## config.mk

```make
export PLATFORM = sky130hd
export DESIGN_NAME = alu
export DESIGN_NICKNAME = d
export VERILOG_FILES = /design/src/rtl/alu.sv
export SDC_FILE = /design/constraint.sdc
export NUM_CORES = 2
export LEC_CHECK = 0
export CAP_MARGIN = 25
export CELL_PAD_IN_SITES_DETAIL_PLACEMENT = 1
export CELL_PAD_IN_SITES_GLOBAL_PLACEMENT = 1
export CORE_MARGIN = 2
export CORE_UTILIZATION = 40
export DETAILED_ROUTE_END_ITERATION = 7
export GPL_ROUTABILITY_DRIVEN = 1
export PLACE_DENSITY = 0.74
export SETUP_SLACK_MARGIN = 0.05
export SLEW_MARGIN = 20
export SYNTH_ARGS = -nofsm -noshare
export SYNTH_HDL_FRONTEND = slang
export SYNTH_SLANG_ARGS = --single-unit
```

## constraint.sdc

```tcl
create_clock -name clk -period 6.05 [get_ports clk]
set_input_delay 1.21 -clock clk [delete_from_list [all_inputs] [get_ports clk]]
set_output_delay 1.21 -clock clk [all_outputs]
set_load 0.02 [all_outputs]
```

## src/rtl/alu.sv

```systemverilog
`default_nettype none
// ============================================================================
//  Module   : alu
//  Purpose  : Execute-stage ALU. Single-cycle logic/arith ops plus iterative
//             signed MUL (shift-add) and DIV (restoring) behind start/busy/done.
//  Revision : 1.0 - initial release
// ============================================================================
module alu #(
  parameter int WIDTH      = 32,
  parameter int MUL_CYCLES = 32
) (
  input  logic             clk,
  input  logic             rst,
  input  logic             start,
  input  logic [4:0]       aluop,
  input  logic [WIDTH-1:0] a,
  input  logic [WIDTH-1:0] b,
  input  logic [4:0]       shamt,
  output logic [WIDTH-1:0] result,
  output logic [WIDTH-1:0] remainder,
  output logic             zero,
  output logic             overflow,
  output logic             busy,
  output logic             done
);

  localparam logic [4:0] c_OP_ADD = 5'd0;
  localparam logic [4:0] c_OP_SUB = 5'd1;
  localparam logic [4:0] c_OP_AND = 5'd2;
  localparam logic [4:0] c_OP_OR  = 5'd3;
  localparam logic [4:0] c_OP_XOR = 5'd4;
  localparam logic [4:0] c_OP_NOR = 5'd5;
  localparam logic [4:0] c_OP_SLT = 5'd6;
  localparam logic [4:0] c_OP_SLL = 5'd7;
  localparam logic [4:0] c_OP_SRL = 5'd8;
  localparam logic [4:0] c_OP_SRA = 5'd9;
  localparam logic [4:0] c_OP_LUI = 5'd10;
  localparam logic [4:0] c_OP_MOV = 5'd11;
  localparam logic [4:0] c_OP_BEQ = 5'd12;
  localparam logic [4:0] c_OP_BNE = 5'd13;
  localparam logic [4:0] c_OP_MUL = 5'd14;
  localparam logic [4:0] c_OP_DIV = 5'd15;

  localparam logic [2:0] c_ST_IDLE = 3'd0;
  localparam logic [2:0] c_ST_MUL  = 3'd1;
  localparam logic [2:0] c_ST_DIV  = 3'd2;
  localparam logic [2:0] c_ST_FIX  = 3'd3;
  localparam logic [2:0] c_ST_DONE = 3'd4;

  localparam int c_MSB   = WIDTH - 1;
  localparam int c_CNT_W = $clog2(MUL_CYCLES > WIDTH ? MUL_CYCLES : WIDTH);
  localparam logic [c_CNT_W-1:0] c_MUL_LAST = c_CNT_W'(MUL_CYCLES - 1);
  localparam logic [c_CNT_W-1:0] c_DIV_LAST = c_CNT_W'(WIDTH - 1);

  logic [2:0]         r_state;
  logic [c_CNT_W-1:0] r_cnt;
  // Shared iterative datapath: r_x = multiplicand/divisor,
  // r_y = multiplier/quotient, r_acc = product/partial remainder.
  logic [WIDTH-1:0]   r_x;
  logic [WIDTH-1:0]   r_y;
  logic [WIDTH-1:0]   r_acc;
  logic               r_neg_q;
  logic               r_neg_r;

  logic [WIDTH-1:0]   w_sum;
  logic [WIDTH-1:0]   w_diff;
  logic [WIDTH-1:0]   w_res;
  logic               w_ovf;
  logic               w_zero;
  logic               w_known;
  logic [WIDTH-1:0]   w_mag_a;
  logic [WIDTH-1:0]   w_mag_b;
  logic [WIDTH-1:0]   w_acc_add;
  logic [WIDTH-1:0]   w_prod;
  logic [WIDTH:0]     w_shift;
  logic [WIDTH:0]     w_trial;
  logic [WIDTH-1:0]   w_quo;
  logic [WIDTH-1:0]   w_rem;

  assign busy = (r_state == c_ST_MUL) || (r_state == c_ST_DIV) || (r_state == c_ST_FIX);
  assign done = (r_state == c_ST_DONE);

  assign w_mag_a   = a[c_MSB] ? -a : a;
  assign w_mag_b   = b[c_MSB] ? -b : b;
  assign w_acc_add = r_acc + (r_y[0] ? r_x : '0);
  assign w_prod    = r_neg_q ? -w_acc_add : w_acc_add;
  assign w_shift   = {r_acc, r_y[c_MSB]};
  assign w_trial   = w_shift - {1'b0, r_x};
  assign w_quo     = r_neg_q ? -r_y : r_y;
  assign w_rem     = r_neg_r ? -r_acc : r_acc;

  always_comb begin
    w_sum   = a + b;
    w_diff  = a - b;
    w_res   = '0;
    w_ovf   = 1'b0;
    w_known = 1'b1;
    case (aluop)
      c_OP_ADD: begin
        w_res = w_sum;
        w_ovf = (a[c_MSB] == b[c_MSB]) && (w_sum[c_MSB] != a[c_MSB]);
      end
      c_OP_SUB: begin
        w_res = w_diff;
        w_ovf = (a[c_MSB] != b[c_MSB]) && (w_diff[c_MSB] != a[c_MSB]);
      end
      c_OP_AND: w_res = a & b;
      c_OP_OR:  w_res = a | b;
      c_OP_XOR: w_res = a ^ b;
      c_OP_NOR: w_res = ~(a | b);
      c_OP_SLT: w_res = {{(WIDTH-1){1'b0}}, ($signed(a) < $signed(b))};
      c_OP_SLL: w_res = b << shamt;
      c_OP_SRL: w_res = b >> shamt;
      c_OP_SRA: w_res = $signed(b) >>> shamt;
      c_OP_LUI: w_res = {b[15:0], {(WIDTH-16){1'b0}}};
      c_OP_MOV: w_res = b;
      c_OP_BEQ: w_res = w_diff;
      c_OP_BNE: w_res = w_diff;
      default:  w_known = 1'b0;
    endcase
    if (aluop == c_OP_BEQ)
      w_zero = (a == b);
    else if (aluop == c_OP_BNE)
      w_zero = (a != b);
    else
      w_zero = w_known && (w_res == '0);
  end

  always_ff @(posedge clk or posedge rst) begin
    if (rst) begin
      r_state   <= c_ST_IDLE;
      r_cnt     <= '0;
      r_x       <= '0;
      r_y       <= '0;
      r_acc     <= '0;
      r_neg_q   <= 1'b0;
      r_neg_r   <= 1'b0;
      result    <= '0;
      remainder <= '0;
      zero      <= 1'b0;
      overflow  <= 1'b0;
    end else begin
      case (r_state)
        c_ST_IDLE: begin
          if (start) begin
            r_cnt <= '0;
            if (aluop == c_OP_MUL) begin
              r_x     <= w_mag_a;
              r_y     <= w_mag_b;
              r_acc   <= '0;
              r_neg_q <= a[c_MSB] ^ b[c_MSB];
              r_state <= c_ST_MUL;
            end else if (aluop == c_OP_DIV && b != '0) begin
              r_x     <= w_mag_b;
              r_y     <= w_mag_a;
              r_acc   <= '0;
              r_neg_q <= a[c_MSB] ^ b[c_MSB];
              r_neg_r <= a[c_MSB];
              r_state <= c_ST_DIV;
            end else if (aluop == c_OP_DIV) begin
              result    <= '1;
              remainder <= a;
              zero      <= 1'b0;
              overflow  <= 1'b0;
              r_state   <= c_ST_DONE;
            end else begin
              result    <= w_res;
              remainder <= '0;
              zero      <= w_zero;
              overflow  <= w_ovf;
              r_state   <= c_ST_DONE;
            end
          end
        end
        c_ST_MUL: begin
          r_acc <= w_acc_add;
          r_x   <= r_x << 1;
          r_y   <= r_y >> 1;
          r_cnt <= r_cnt + 1'b1;
          if (r_cnt == c_MUL_LAST) begin
            result    <= w_prod;
            remainder <= '0;
            zero      <= (w_prod == '0);
            overflow  <= 1'b0;
            r_state   <= c_ST_DONE;
          end
        end
        c_ST_DIV: begin
          r_cnt <= r_cnt + 1'b1;
          // Restore by keeping the shifted value when the trial goes negative.
          if (!w_trial[WIDTH]) begin
            r_acc <= w_trial[c_MSB:0];
            r_y   <= {r_y[c_MSB-1:0], 1'b1};
          end else begin
            r_acc <= w_shift[c_MSB:0];
            r_y   <= {r_y[c_MSB-1:0], 1'b0};
          end
          if (r_cnt == c_DIV_LAST)
            r_state <= c_ST_FIX;
        end
        c_ST_FIX: begin
          result    <= w_quo;
          remainder <= w_rem;
          zero      <= (w_quo == '0);
          overflow  <= 1'b0;
          r_state   <= c_ST_DONE;
        end
        c_ST_DONE: r_state <= c_ST_IDLE;
        default:   r_state <= c_ST_IDLE;
      endcase
    end
  end

endmodule
`default_nettype wire

```

==> impl_metrics.ini <==
[synthesis]
synthSimpleGateAreaFrac_pct = 20.7
yosys.area.top_type = sky130_fd_sc_hd__dfrtp_1
yosys.area_share.xor_xnor_pct = 6.76
synth-main-ff-cell = sky130_fd_sc_hd__dfrtp_1
yosysWarningCount = 0
syn_nets = 3792
synth_area_leaders = sky130_fd_sc_hd__dfrtp_1, sky130_fd_sc_hd__ha_1, sky130_fd_sc_hd__mux4_2, sky130_fd_sc_hd__nor2_1, sky130_fd_sc_hd__xnor2_1
netlist.area_leader.share_pct = 16.4
flops_latches_synth = 172
synth_async_sr_flop_share_pct = 100
synth.area.mux_share_pct = 9.91
syn-cell-area_sq_um = 26300
synth_compound_gate_area_share_pct = 30.9
synthAdderAreaFrac_pct = 8.83
synth-seq-area-share_pct = 16.4
synth_top_family_by_area = compound AO/OA/AOI/OAI gates
synth_cells = 3532
synth_enable_flop_cells = 0
syn_avg_cell_area_sq_um = 7.44
synthDistinctLibCells = 100

[route]
post_drt_via_cell_ratio = 6.82
drt_pass1_iterations = 8
antenna_violating_nets_post_route = 0
wire_per_inst_um = 31.4
drc_errors = 0
detailedRoute.firstIterationViolations = 3238
route.vias.total = 30800
postRouteWirelength_mm = 142

[cts]
clock_latency_ps = 450
clockRootBuffer = sky130_fd_sc_hd__clkbuf_16
cts_buffer_depth = 2
ctsHoldBuffers = 0
cts_tree = yes
cts-htree-levels = 4
post_cts.repair.setup_buffers = 0
cts_made_buffers = 17
cts_resized = 0
worst_setup_hold_path_clk_slew_ps = 70
clkSinkCount = 172

[setup_path]
timing.critical_path.buf_inv = 4
criticalPathCategory = input port to flop
worst_path_dominant_cell_family = simple AND/OR/NAND/NOR gates
cp_cell_sequence = clkdlybuf4s50_1, or3_1, or3_1, or4_1, o21a_1, nor2_1, nand3_1, and2_2, buf_4, inv_2, nand2_1, nor4_1, buf_4, nand4_1, nor4_1, a21oi_1, o31ai_1
startpoint_type = input port
endpoint_kind_of_the_worst_setup_timing_path = flop
worstPathArrival_ps = 6020
timing.critical_path.fanout_max = 75
critPathSlowestCell = sky130_fd_sc_hd__or4_1
crit_path_max_incr_delay_ps = 610
worst_ep_required_time_ps = 6400

[global_route]
gr-total-overflow = 0
grt_antenna_before_repair = 1
grt_start_max_net_pins = 111
grt_pass1_wl_mm = 208
vias_in_the_first_global_route = 31000
track_usage_pct = 41.1

[sta]
final.setup.tns_ps = 0
final_number_of_setup_violating_endpoints = 0
rsz0062_at_grt = false
hold_viol = 0
fin_skew_ps = 12.1
fmax_mhz = 176
timing.final.max_slew_violations = 0
crit_path_time_final_ps = 5670
slew_headroom_pct = 28.7
slew_at_the_pin_closest_to_its_max_slew_limit_ps = 1070
period_share_pct = 93.7

[placed_design]
port_buf_inserts = 144
hpwlAfterDp_mm = 113
gp_congestion = 1.04
place_inst = 4478

[power]
static-leakage-power_nw = 12.6
power_switching_share_pct = 54.7
power.combinational.fraction_pct = 73.6
power_report.internal_total_mw = 5.82
worst_ir_drop_vdd_mv = 0.569
p_sw_mw = 7.03
part_of_the_total_power_dissipated_in_sequential_elements_pct = 17.9
power.clock.fraction_pct = 8.5
ratio_of_total_power_to_cell_area_nw_per_um2 = 426

[layout]
layout.filler_cells = 8054
layout-area-overhead-vs-synth_pct = 14.7
fin_util_pct = 46.6
layout.nets = 3905
drive_gt1_share_pct = 11.8
final_cells = 4515

[die]
ios = 145
die_width_um = 260
core-area_sq_um = 64700
chipHeight_um = 260
placement_rows = 93
floorplan.initialDensity_pct = 40.6
die_area_sq_um = 67800

[run]
drv.max_cap_violation_count = 0

[run_status]
result_of_the_run = complete, no violations

[hold_path]
hold_class = flop to flop
## metal layers
metal  GRT usage, %  share of wire, %  wire, um
met5              0                 0         0
met4           21.6               5.9      8370
met3           6.59               7.6     10800
met2           67.1                46     65400
met1           52.3                40     57300
## cells in the final DEF (no fill, tap or decap), types with 21 or more instances in the layout
cell type                         instances
sky130_fd_sc_hd__a221oi_1                90
sky130_fd_sc_hd__xor2_1                  46
sky130_fd_sc_hd__a21oi_1                250
sky130_fd_sc_hd__nand3_1                 67
sky130_fd_sc_hd__or3_1                   33
sky130_fd_sc_hd__o221ai_1                40
sky130_fd_sc_hd__nand2b_1                32
sky130_fd_sc_hd__or4_1                   22
sky130_fd_sc_hd__o211ai_1                44
sky130_fd_sc_hd__a31oi_1                 27
sky130_fd_sc_hd__o31ai_1                 56
sky130_fd_sc_hd__inv_1                  160
sky130_fd_sc_hd__nor2b_1                 27
sky130_fd_sc_hd__a211oi_1                60
sky130_fd_sc_hd__nor4_1                  24
sky130_fd_sc_hd__nor3_1                  67
sky130_fd_sc_hd__clkdlybuf4s50_1        139
sky130_fd_sc_hd__o21ai_0                255
sky130_fd_sc_hd__and3_1                  27
sky130_fd_sc_hd__mux4_2                  69
sky130_fd_sc_hd__xnor2_1                155
sky130_fd_sc_hd__a22oi_1                 49
sky130_fd_sc_hd__a21o_1                  60
sky130_fd_sc_hd__o21a_1                  24
sky130_fd_sc_hd__dfrtp_1                170
sky130_fd_sc_hd__nand4_1                 34
sky130_fd_sc_hd__ha_1                   179
sky130_fd_sc_hd__nand2_1                334
sky130_fd_sc_hd__o22ai_1                 21
sky130_fd_sc_hd__o21bai_1                24
sky130_fd_sc_hd__buf_4                  227
sky130_fd_sc_hd__nor2_1                 394
sky130_fd_sc_hd__mux2i_1                 87
## through the flow
| stage | total power, mW | area, sq um | worst slack (ps) | hold slack, ps |
|---|---|---|---|---|
| 2_1_floorplan | 8.31 | 26300 | 180 | 456 |
| 3_3_place_gp | 11.1 | 29600 | 89.9 | 468 |
| 3_5_place_dp | 11.5 | 29600 | 80.3 | 484 |
| 4_1_cts | 12.6 | 30100 | 520 | 500 |
| 5_1_grt | 13.6 | 30100 | 212 | 520 |
| 6_report | 12.8 | 30200 | 383 | 494 |
## power groups by stage
stage | logic, mW | registers, mW | clock network (mW)
finish | 9.45 | 2.30 | 1.09
global route | 10.2 | 2.35 | 1.13
CTS | 9.27 | 2.27 | 1.09
detailed placement | 9.22 | 2.29 | 0
global placement | 8.82 | 2.26 | 0
floorplan | 6.12 | 2.19 | 0
## path summary, 6_finish.rpt
path,startpoint,endpoint,slack (ps),cells after the start
setup / recovery,b[21],zero$_DFFE_PP0P_,380,17
hold / removal,r_x[5]$_DFFE_PP0P_,r_x[5]$_DFFE_PP0P_,490,2
setup reg to reg,r_y[0]$_DFFE_PP0P_,zero$_DFFE_PP0P_,590,16
hold reg to reg,r_x[5]$_DFFE_PP0P_,r_x[5]$_DFFE_PP0P_,490,2
max in group asynchronous,rst,r_x[9]$_DFFE_PP0P_,3680,3
min in group asynchronous,rst,r_x[4]$_DFFE_PP0P_,1250,2
## cell type report
class                   count  area [sq um]  area share (%)
diodes                      2          5.00          0.0166
multi-input cells        2913         20300            67.5
inverters                 163           617            2.05
well taps                 855          1070            3.55
clock buffers              19           443            1.47
repair buffers            378          3260            10.8
flip-flops and latches    172          4310            14.3
clock inverters            13           109           0.361
## synthesized netlist by cell type (21+ instances only)
library cell / instances
sky130_fd_sc_hd__nor2_1: 399
sky130_fd_sc_hd__nand2_1: 335
sky130_fd_sc_hd__o21ai_0: 255
sky130_fd_sc_hd__a21oi_1: 251
sky130_fd_sc_hd__clkbuf_1: 235
sky130_fd_sc_hd__ha_1: 179
sky130_fd_sc_hd__dfrtp_1: 172
sky130_fd_sc_hd__inv_1: 161
sky130_fd_sc_hd__xnor2_1: 155
sky130_fd_sc_hd__a221oi_1: 90
sky130_fd_sc_hd__mux2i_1: 87
sky130_fd_sc_hd__nor3_1: 70
sky130_fd_sc_hd__mux4_2: 69
sky130_fd_sc_hd__nand3_1: 67
sky130_fd_sc_hd__a21o_1: 61
sky130_fd_sc_hd__a211oi_1: 60
sky130_fd_sc_hd__o31ai_1: 56
sky130_fd_sc_hd__a22oi_1: 49
sky130_fd_sc_hd__xor2_1: 46
sky130_fd_sc_hd__o211ai_1: 44
sky130_fd_sc_hd__o221ai_1: 40
sky130_fd_sc_hd__nand4_1: 34
sky130_fd_sc_hd__or3_1: 33
sky130_fd_sc_hd__nand2b_1: 32
sky130_fd_sc_hd__buf_1: 30
sky130_fd_sc_hd__nor2b_1: 28
sky130_fd_sc_hd__a31oi_1: 27
sky130_fd_sc_hd__and3_1: 27
sky130_fd_sc_hd__nor4_1: 25
sky130_fd_sc_hd__o21a_1: 24
sky130_fd_sc_hd__o21bai_1: 24
sky130_fd_sc_hd__or4_1: 22
sky130_fd_sc_hd__o22ai_1: 21
## cell families (layout without fill, tap and decap cells)
family	after synthesis	count (layout)
XOR/XNOR	202	202
other	0	2
multiplexers	172	172
AND/OR/NAND/NOR	1159	1159
adder cells (fa/ha/maj)	183	183
AO/OA/AOI/OAI	1197	1197
flip-flops	172	172
buffers and inverters	447	573
## sequential cells by signal, indices dropped and copies added (netlist names)
signal,count
r_state,3
r_neg_q,1
r_x,32
r_cnt,5
overflow,1
r_neg_r,1
remainder,32
zero,1
r_y,32
r_acc,32
result,32
## tightest hold or removal path: cells and delay by family (launching register included)
| family | cells | cell delay, ps |
|---|---|---|
| AO/OA/AOI/OAI | 1 | 60 |
| flip-flops | 1 | 350 |
| AND/OR/NAND/NOR | 1 | 50 |
No activity file was read; power rests on OpenSTA's default activity.
